<file path="src/rtl/rtc_clkgen_if.sv">
// APB slave bus bundle for the RTC clock generator.
// The master drives the request side. The slave returns read data and the tied ready/error signals.
interface rtc_clkgen_if;
  logic        psel;
  logic        penable;
  logic        pwrite;
  logic [31:0] paddr;
  logic [31:0] pwdata;
  logic [31:0] prdata;
  logic        pready;
  logic        pslverr;

  modport master (
    output psel, penable, pwrite, paddr, pwdata,
    input  prdata, pready, pslverr
  );

  modport slave (
    input  psel, penable, pwrite, paddr, pwdata,
    output prdata, pready, pslverr
  );
endinterface

</file>
<file path="src/rtl/rtc_clkgen.sv">
// NCO-based rtc_clk synthesiser with an APB register file (CTRL/INC/CAL/TICKCNT).
// A phase accumulator carry toggles rtc_clk. The increment is only swapped at half-period boundaries.
module rtc_clkgen #(
  parameter logic [31:0] INC_RST = 32'h00AB_CC77
) (
  input  logic        pclk,
  input  logic        prst_n,
  rtc_clkgen_if.slave apb,
  output logic        rtc_clk,
  output logic        tick_o
);

  typedef enum logic [1:0] {
    IDLE = 2'd0,
    RUN  = 2'd1,
    STOP = 2'd2
  } state_t;

  state_t state_q, state_d;

  logic        en_q, en_d;
  logic [31:0] inc_q, inc_d;
  logic [15:0] cal_q, cal_d;
  logic [31:0] tickcnt_q, tickcnt_d;
  logic [31:0] inc_eff_q, inc_eff_d;
  logic [31:0] inc_act_q, inc_act_d;
  logic [31:0] acc_q, acc_d;
  logic        rtc_clk_q, rtc_clk_d;
  logic        tick_q, tick_d;

  logic        wr, rd;
  logic [1:0]  addr;
  logic [32:0] sum;
  logic        carry;
  logic        accumulate;
  logic signed [33:0] trim_sum;
  logic        unused_paddr;

  assign wr    = apb.psel & apb.pwrite & apb.penable;
  assign rd    = apb.psel & ~apb.pwrite & apb.penable;
  assign addr  = apb.paddr[3:2];
  assign unused_paddr = ^{apb.paddr[31:4], apb.paddr[1:0]};

  assign sum   = {1'b0, acc_q} + {1'b0, inc_act_q};
  assign carry = sum[32];

  // 34 bits so that INC near 2^32 plus a positive trim cannot wrap negative.
  assign trim_sum = $signed({2'b00, inc_q}) + $signed({{18{cal_q[15]}}, cal_q});

  assign apb.pready  = 1'b1;
  assign apb.pslverr = 1'b0;
  assign rtc_clk     = rtc_clk_q;
  assign tick_o      = tick_q;

  always_ff @(posedge pclk or negedge prst_n) begin
    if (!prst_n) begin
      state_q <= IDLE;
    end else begin
      state_q <= state_d;
    end
  end

  // Disabling with rtc_clk low stops at once. With rtc_clk high, the generator finishes the high half first.
  always_comb begin
    state_d = state_q;
    unique case (state_q)
      IDLE: if (en_q) state_d = RUN;
      RUN: begin
        if (!en_q) begin
          if (!rtc_clk_q || carry) state_d = IDLE;
          else                     state_d = STOP;
        end
      end
      STOP: begin
        if (en_q)       state_d = RUN;
        else if (carry) state_d = IDLE;
      end
      default: state_d = IDLE;
    endcase
  end

  always_comb begin
    acc_d      = acc_q;
    inc_act_d  = inc_act_q;
    rtc_clk_d  = rtc_clk_q;
    tick_d     = 1'b0;
    accumulate = (state_q == STOP) || ((state_q == RUN) && (en_q || rtc_clk_q));

    if ((state_q == IDLE) && en_q) begin
      acc_d     = 32'd0;
      inc_act_d = inc_eff_q;
    end else if (accumulate) begin
      acc_d = sum[31:0];
      if (carry) begin
        rtc_clk_d = ~rtc_clk_q;
        inc_act_d = inc_eff_q;
        tick_d    = ~rtc_clk_q;
      end
    end

    en_d  = en_q;
    inc_d = inc_q;
    cal_d = cal_q;
    if (wr) begin
      unique case (addr)
        2'd0:    en_d  = apb.pwdata[0];
        2'd1:    inc_d = apb.pwdata;
        2'd2:    cal_d = apb.pwdata[15:0];
        default: ;
      endcase
    end

    // A clear and a rising edge in the same cycle resolve to zero.
    if (wr && (addr == 2'd3))  tickcnt_d = 32'd0;
    else if (tick_d)           tickcnt_d = tickcnt_q + 32'd1;
    else                       tickcnt_d = tickcnt_q;

    if (trim_sum <= 34'sd0)                  inc_eff_d = 32'd1;
    else if (trim_sum > 34'sh0_8000_0000)    inc_eff_d = 32'h8000_0000;
    else                                     inc_eff_d = trim_sum[31:0];
  end

  always_ff @(posedge pclk or negedge prst_n) begin
    if (!prst_n) begin
      en_q      <= 1'b0;
      inc_q     <= INC_RST;
      cal_q     <= 16'd0;
      tickcnt_q <= 32'd0;
      inc_eff_q <= INC_RST;
      inc_act_q <= INC_RST;
      acc_q     <= 32'd0;
      rtc_clk_q <= 1'b0;
      tick_q    <= 1'b0;
    end else begin
      en_q      <= en_d;
      inc_q     <= inc_d;
      cal_q     <= cal_d;
      tickcnt_q <= tickcnt_d;
      inc_eff_q <= inc_eff_d;
      inc_act_q <= inc_act_d;
      acc_q     <= acc_d;
      rtc_clk_q <= rtc_clk_d;
      tick_q    <= tick_d;
    end
  end

  always_comb begin
    apb.prdata = 32'd0;
    if (rd) begin
      unique case (addr)
        2'd0:    apb.prdata = {31'd0, en_q};
        2'd1:    apb.prdata = inc_q;
        2'd2:    apb.prdata = {16'd0, cal_q};
        default: apb.prdata = tickcnt_q;
      endcase
    end
  end

endmodule

</file>
<file path="src/flat_wrapper.sv">
// flat-port wrapper written by rule: the top's interface ports become plain ports
module rtc_clkgen_flat 
#(
  parameter logic [31:0] INC_RST = 32'h00AB_CC77
)
  (pclk, prst_n, rtc_clk, tick_o, apb_psel, apb_penable, apb_pwrite, apb_paddr, apb_pwdata, apb_prdata, apb_pready, apb_pslverr);
  rtc_clkgen_if apb_i ();
  input  logic pclk;
  input  logic prst_n;
  output logic rtc_clk;
  output logic tick_o;
  input wire logic [$bits(apb_i.psel)-1:0] apb_psel;
  input wire logic [$bits(apb_i.penable)-1:0] apb_penable;
  input wire logic [$bits(apb_i.pwrite)-1:0] apb_pwrite;
  input wire logic [$bits(apb_i.paddr)-1:0] apb_paddr;
  input wire logic [$bits(apb_i.pwdata)-1:0] apb_pwdata;
  output wire logic [$bits(apb_i.prdata)-1:0] apb_prdata;
  output wire logic [$bits(apb_i.pready)-1:0] apb_pready;
  output wire logic [$bits(apb_i.pslverr)-1:0] apb_pslverr;
  assign apb_i.psel = apb_psel;
  assign apb_i.penable = apb_penable;
  assign apb_i.pwrite = apb_pwrite;
  assign apb_i.paddr = apb_paddr;
  assign apb_i.pwdata = apb_pwdata;
  assign apb_prdata = apb_i.prdata;
  assign apb_pready = apb_i.pready;
  assign apb_pslverr = apb_i.pslverr;
  rtc_clkgen #(.INC_RST(INC_RST)) u_core (.pclk(pclk), .prst_n(prst_n), .apb(apb_i), .rtc_clk(rtc_clk), .tick_o(tick_o));
endmodule
</file>
<file path="config.mk">
export PLATFORM = sky130hd
export DESIGN_NAME = rtc_clkgen_flat
export DESIGN_NICKNAME = d
export VERILOG_FILES = /design/src/rtl/rtc_clkgen_if.sv /design/src/rtl/rtc_clkgen.sv /design/src/flat_wrapper.sv
export SDC_FILE = /design/constraint.sdc
export NUM_CORES = 1
export LEC_CHECK = 0
export CORE_ASPECT_RATIO = 1.75
export CORE_MARGIN = 2
export CORE_UTILIZATION = 53
export DETAILED_ROUTE_END_ITERATION = 10
export PLACE_DENSITY = 0.74
export SLEW_MARGIN = 10
export SYNTH_ARGS = -nofsm -noshare
export SYNTH_HDL_FRONTEND = slang
export SYNTH_SLANG_ARGS = --single-unit
</file>
<file path="constraint.sdc">
create_clock -name pclk -period 3.3 [get_ports pclk]
set_input_delay 0.33 -clock pclk [delete_from_list [all_inputs] [get_ports pclk]]
set_output_delay 0.33 -clock pclk [all_outputs]
set_load 0.05 [all_outputs]
</file>
After elaboration in Yosys (flattened, before gate mapping)
Cells that the tools add are included.
{"block": "word_totals", "out_inout_bits": 36, "inputBits": 69, "regBits": 181}
{"block": "classes", "reduce_logical": 18, "add_sub_neg": 3, "n_bitwise": 7, "n_lt_le_gt_ge": 2, "eq_ne": 8, "mux": 20}
{"operator": "$mux 32", "n": 10}
{"operator": "$pmux 32 s3", "n": 1}
{"operator": "$add 33x16->34", "n": 1}
{"operator": "$gt 34x33->1 const B", "n": 1}
{"operator": "$le 34x1->1 const B", "n": 1}
{"operator": "$add 32x32->33", "n": 1}
{"operator": "$add 32x1->32 const B", "n": 1}
{"operator": "$mux 2", "n": 5}
{"operator": "$reduce_and 2->1", "n": 4}
{"operator": "$eq 2x2->1 const B", "n": 3}
{"operator": "$pmux 2 s3", "n": 1}
{"operator": "$reduce_and 3->1", "n": 2}
{"operator": "$reduce_bool 2->1", "n": 3}
{"operator": "$and 1x1->1", "n": 4}
{"operator": "$eq 2x1->1 const B", "n": 2}
{"operator": "$logic_not 2->1", "n": 2}
{"operator": "$logic_and 1x1->1", "n": 3}
{"operator": "$logic_or 1x1->1", "n": 3}
{"operator": "$mux 1", "n": 3}
{"operator": "$ne 3x1->1 const B", "n": 1}
{"operator": "$not 1->1", "n": 3}
{"operator": "$ne 2x1->1 const B", "n": 1}
{"operator": "$ne 2x2->1 const B", "n": 1}
{"operator": "$logic_not 1->1", "n": 1}

Logic depth before layout (Yosys ltp)
{"block": "logic_depth", "ltp_word": 7, "ltp_mapped": 14, "depth_no_buf": 13}

Worst setup path after synthesis
No wires, ideal clock.
{"block": "synth_path", "path_type": "flip-flop to flip-flop", "startpoint": "register u_core.cal_q[0]", "endpoint": "register u_core.inc_eff_q[31]", "arrival_ns": 3.322, "t_required_ns": 3.177, "n_path_buf": 1, "synth_period_minus_slack_ns": 3.445, "setup_ns": 0.123, "setup_slack_ns": -0.145, "stages_incl_launch_ff": 14, "path_cell_list": "dfrtp_1 -> ha_1 -> fa_1 -> a211oi_4 -> o21ai_2 -> a211o_1 -> a21oi_4 -> o221ai_2 -> a211o_1 -> or2_0 -> mux2_4 -> or2_1 -> buf_6 -> nor2b_1"}
{"block": "synth_between", "elab_chain_len": 4, "word_cells_on_any_way": 5}
{"item": "from (decl)", "line_no": "rtc_clkgen.sv:23", "text": "logic [15:0] cal_q, cal_d;"}
{"item": "from (signal assigned)", "line_no": "rtc_clkgen.sv:137", "text": "cal_q <= cal_d;"}
{"item": "$add 33x16->34 (*)", "line_no": "rtc_clkgen.sv:48", "text": "assign trim_sum = $signed({2'b00, inc_q}) + $signed({{18{cal_q[15]}}, cal_q});"}
{"item": "$gt 34x33->1", "line_no": "rtc_clkgen.sv:119", "text": "else if (trim_sum > 34'sh0_8000_0000) inc_eff_d = 32'h8000_0000;"}
{"item": "$mux 32", "line_no": "rtc_clkgen.sv:119"}
{"item": "$mux 32 (*)", "line_no": "rtc_clkgen.sv:118", "text": "if (trim_sum <= 34'sd0) inc_eff_d = 32'd1;"}
{"item": "named net u_core.inc_eff_d[31]", "line_no": "rtc_clkgen.sv:25", "text": "logic [31:0] inc_eff_q, inc_eff_d;"}
{"item": "to (signal assigned)", "line_no": "rtc_clkgen.sv:139", "text": "inc_eff_q <= inc_eff_d;"}
{"item": "to (decl)", "line_no": "rtc_clkgen.sv:25"}
Mark *: on every way through the listed nets, which the timed path passes. The rest lies on a longest branch.
A chain may end at the register's enable or synchronous reset.

Worst setup path in the final report
{"block": "layout_path", "startpoint": "register u_core.inc_act_q[0]", "endpoint": "register u_core.tickcnt_q[16]"}
{"block": "layout_between", "elab_chain_len": 5}
{"item": "from (decl)", "line_no": "rtc_clkgen.sv:26", "text": "logic [31:0] inc_act_q, inc_act_d;"}
{"item": "from (signal assigned)", "line_no": "rtc_clkgen.sv:140", "text": "inc_act_q <= inc_act_d;"}
{"item": "$add 32x32->33", "line_no": "rtc_clkgen.sv:44", "text": "assign sum = {1'b0, acc_q} + {1'b0, inc_act_q};"}
{"item": "$mux 1", "line_no": "rtc_clkgen.sv:94", "text": "if (carry) begin"}
{"item": "$mux 1", "line_no": "rtc_clkgen.sv:92", "text": "end else if (accumulate) begin"}
{"item": "$mux 1", "line_no": "rtc_clkgen.sv:89", "text": "if ((state_q == IDLE) && en_q) begin"}
{"item": "$reduce_bool 2->1 (no line)"}
{"item": "to (signal assigned)", "line_no": "rtc_clkgen.sv:138", "text": "tickcnt_q <= tickcnt_d;"}
{"item": "to (decl)", "line_no": "rtc_clkgen.sv:24", "text": "logic [31:0] tickcnt_q, tickcnt_d;"}
Every way passes these cells.

==> flow_summary.ini <==
[status]
status = finished, violations left
violations = setup timing

[synth]
ys_warn_count = 0
synth-compound-area-share_pct = 17.5
synth_ff_type = dfrtp_1
synthMuxAreaShare_pct = 11.7
synthXorXnorAreaFrac_pct = 6.04
ys_seq_elements = 181
synth.avg_cell_area_um2 = 9.96
synth_top_family_by_area = compound AO/OA/AOI/OAI gates
synthAdderAreaFrac_pct = 7.66
syn_area_um2 = 11300
synth_edf_count = 0
synth.net_count = 1272
synthCells = 1135
synth_cell_types = 76
yosysSeqAreaShare_pct = 40.6
async_flop_share_pct = 100
synth_simple_gate_area_share_pct = 13.6

[floorplan]
die-height_um = 197
row_count = 70
die_area_um2 = 22600
boundaryPins = 105
core-area_um2 = 20900
die_w_um = 114
start_util_pct = 54.0

[timing]
tightestPinTransition_ns = 0.796
slew_headroom_pct = 46.4
tns_ns = -7.14
slew_violations = 0
min_period_ns = 3.48
post-route-period-util_pct = 106
worst_slack_ns = -0.184
rsz0062_at_grt = true
setup_viol = 82
clock_skew_ns = 0.00808
hold_viol_final = 0
timing.fmax_mhz = 287

[power]
leakage_nw = 6.75
switching_power_w = 0.00472
ir_worst_vdd_uv = 424
seqPwrFrac_pct = 29.6
power_frac_clock_pct = 17.4
power_frac_comb_pct = 53.0
power_switching_share_pct = 39.8
power_density_nw_per_um2 = 777
p_int_w = 0.00713

[routing]
drtAntennaViolNets = 0
avgRoutedWirePerCell_um = 20.6
dr.first_iter.drc_count = 545
drc_errors = 0
dr.pass1.iters = 5
num_vias = 9947
via_per_inst = 6.16
finalWirelength_um = 33300

[grt]
grt.overflow.total = 0
antenna_found_initial = 0
grt_pass1_wl_um = 50500
grt_pass1_vias = 10300
track_usage_pct = 28.5
grt_max_degree = 73

[clock_tree]
clkSinkCount = 181
clkLatencyLatePin_ns = 0.44
clockRootBuffer = clkbuf_16
path_clk_slew_ns = 0.07
clk_path_buf_depth = 2
htree_levels = 4
cts_buffers = 17
cts_tree = yes

[critical_path]
cp.depth = 15
critPathKind = flop to flop
cp_top_family = compound AO/OA/AOI/OAI gates
critPathMaxStageDelay_ns = 0.56
cp_num_buf_inv = 3
cp-start-kind = flop
end_kind = flop
crit_arrival_ns = 3.85
rr_worst_depth = 15
worstPathMaxFanout = 5
cp.required_ns = 3.67
crit_chain = ha_4, inv_2, fa_2, nor2b_2, o21ai_2, a21boi_2, o31ai_4, a211oi_4, o2111ai_4, a2111oi_4, buf_6, buf_4, o2111ai_2, xor2_1, nor2_1
crit_slowest_cell = dfstp_2

[worst_hold_path]
holdPathStages = 1
hp-class = flop to flop

[place]
dpl_cell_area_um2 = 13600
place.gp.congestion = 0.962
io_buffers = 72
dp_hpwl_um = 22100

[final_layout]
multi_input_area_um2 = 7110
stdcell_area_um2 = 15300
antenna_cells = 0
area_growth_pct = 34.9
fillCellCount = 1358
register_area_um2 = 4590
nets = 1487
drive_above_1_share_pct = 34.8

[job]
cap_violations = 0
## worst register-to-register path, delay by kind of cell (launching register included)
kind	cells	cell delay, ns
DFF	1	0.56
and+or+nand+nor	2	0.23
buffers and inverters	3	0.37
AOI/OAI and AO/OA	7	1.59
xor gates and xnor gates	1	0.18
adders and majority gates	2	0.49
## synth_stat cells (all sizes together), types with 7 or more instances
library cell  number  area (um^2)
a211oi            12          108
a21boi             8         60.1
a21o              18          135
a21oi             66          342
a22oi             15          113
and2               7         43.8
and3              13         81.3
buf               17          101
clkbuf            32          120
dfrtp            136         3400
dfstp             45         1180
ha                66          826
inv               27          101
mux2              98         1110
mux2i             19          190
nand2             69          259
nand2b            12         75.1
nand3             19         95.1
nand4             13         81.3
nor2             108          405
nor2b              8         50.1
nor3              33          176
nor3b             13         97.6
o211ai            19          143
o21a               8         60.1
o21ai             77          389
o21bai            11         86.3
o31ai              9         81.3
xnor2             31          272
xor2              47          412
## layout make-up
class | instances | area share (%)
clock buffer | 24 | 3.58
clock inverter | 8 | 0.377
multi-input combinational | 878 | 46.6
tap | 252 | 2.07
inverter | 27 | 0.664
sequential | 181 | 30.1
timing repair buffer | 245 | 16.6
## placed cells by master (no fill, tap or decap), types with 10 or more instances in the layout
master             n
nand2b_1          12
nor2_1           103
mux2_4            34
a21oi_1           61
buf_4            149
o211ai_1          19
nand2_1           68
a21o_1            18
buf_6             13
buf_12            41
dfrtp_1          136
and3_1            13
clkbuf_16         22
clkdlybuf4s50_1   38
mux2_2            64
a22oi_1           15
inv_1             26
nor3b_2           10
o21ai_0           56
nand4_1           13
xnor2_1           28
dfstp_2           45
nand3_1           19
xor2_1            45
ha_1              64
mux2i_1           19
nor3_1            18
## state kept, by name, summed over array words and instances (netlist names)
signal / flops
u_core.acc_q: 32
u_core.state_q: 2
u_core.en_q: 1
u_core.tick_o: 1
u_core.tickcnt_q: 32
u_core.cal_q: 16
u_core.inc_eff_q: 32
u_core.inc_q: 32
u_core.inc_act_q: 32
u_core.rtc_clk: 1
## per-layer routing
layer | vias up | GRT usage, % | part of all wire, %
li1 | 4557 | - | -
met1 | 4944 | 29.0 | 35
met2 | 333 | 54.1 | 56
met3 | 113 | 4.14 | 3.6
met4 | 0 | 16.4 | 5.5
met5 | - | 0 | 0
## path summary, 6_finish.rpt
path                                startpoint                    to  slack, ns
min in group asynchronous               prst_n      u_core.inc_q[29]       0.50
max in group asynchronous               prst_n       u_core.inc_q[2]       1.91
min                        u_core.inc_eff_q[8]   u_core.inc_act_q[8]       0.48
min reg2reg                u_core.inc_eff_q[8]   u_core.inc_act_q[8]       0.48
max                        u_core.inc_act_q[0]  u_core.tickcnt_q[16]      -0.18
max reg2reg                u_core.inc_act_q[0]  u_core.tickcnt_q[16]      -0.18
## per-stage QoR
step,hold slack [ns],total power [W],worst slack (ns),util (%),std cells
CTS,0.478,0.0112,-0.128,70.5,1601
global placement,0.395,0.00859,-0.190,65.1,1555
detailed placement,0.403,0.00876,-0.239,65.1,1555
floorplan,0.0344,0.00674,-0.0570,-,1135
finish,0.480,0.0119,-0.184,72.9,1615
global route,0.496,0.0125,-0.329,72.9,1615
## cells by family (layout without fill, tap and decap cells)
| logic type | after synthesis | count (layout) |
|---|---|---|
| AOI/OAI and AO/OA | 293 | 293 |
| xor gates and xnor gates | 78 | 78 |
| adders and majority gates | 68 | 68 |
| buffers and inverters | 76 | 304 |
| DFF | 181 | 181 |
| muxes | 118 | 118 |
| other | 2 | 2 |
| and+or+nand+nor | 319 | 319 |
## power by group through the flow
| stage | Combinational, W | Sequential (W) | Clock [W] |
|---|---|---|---|
| final | 0.00629 | 0.00351 | 0.00206 |
| after detailed placement | 0.00530 | 0.00346 | 0 |
| after CTS | 0.00568 | 0.00345 | 0.00207 |
| after global placement | 0.00517 | 0.00342 | 0 |
| after global routing | 0.00678 | 0.00356 | 0.00217 |
| after floorplan | 0.00343 | 0.00332 | 0 |
## what timing repair did
item / in CTS / in global routing
pin swaps: 49 / 56
hold buffers: 1 / 0
cloned: 3 / 1
hold endpoints to repair: 64 / 0
buffers inserted: 11 / 18
endpoints found under the setup margin: 92 / 102
resized for setup: 90 / 83
(Power assumes the default switching activity.)
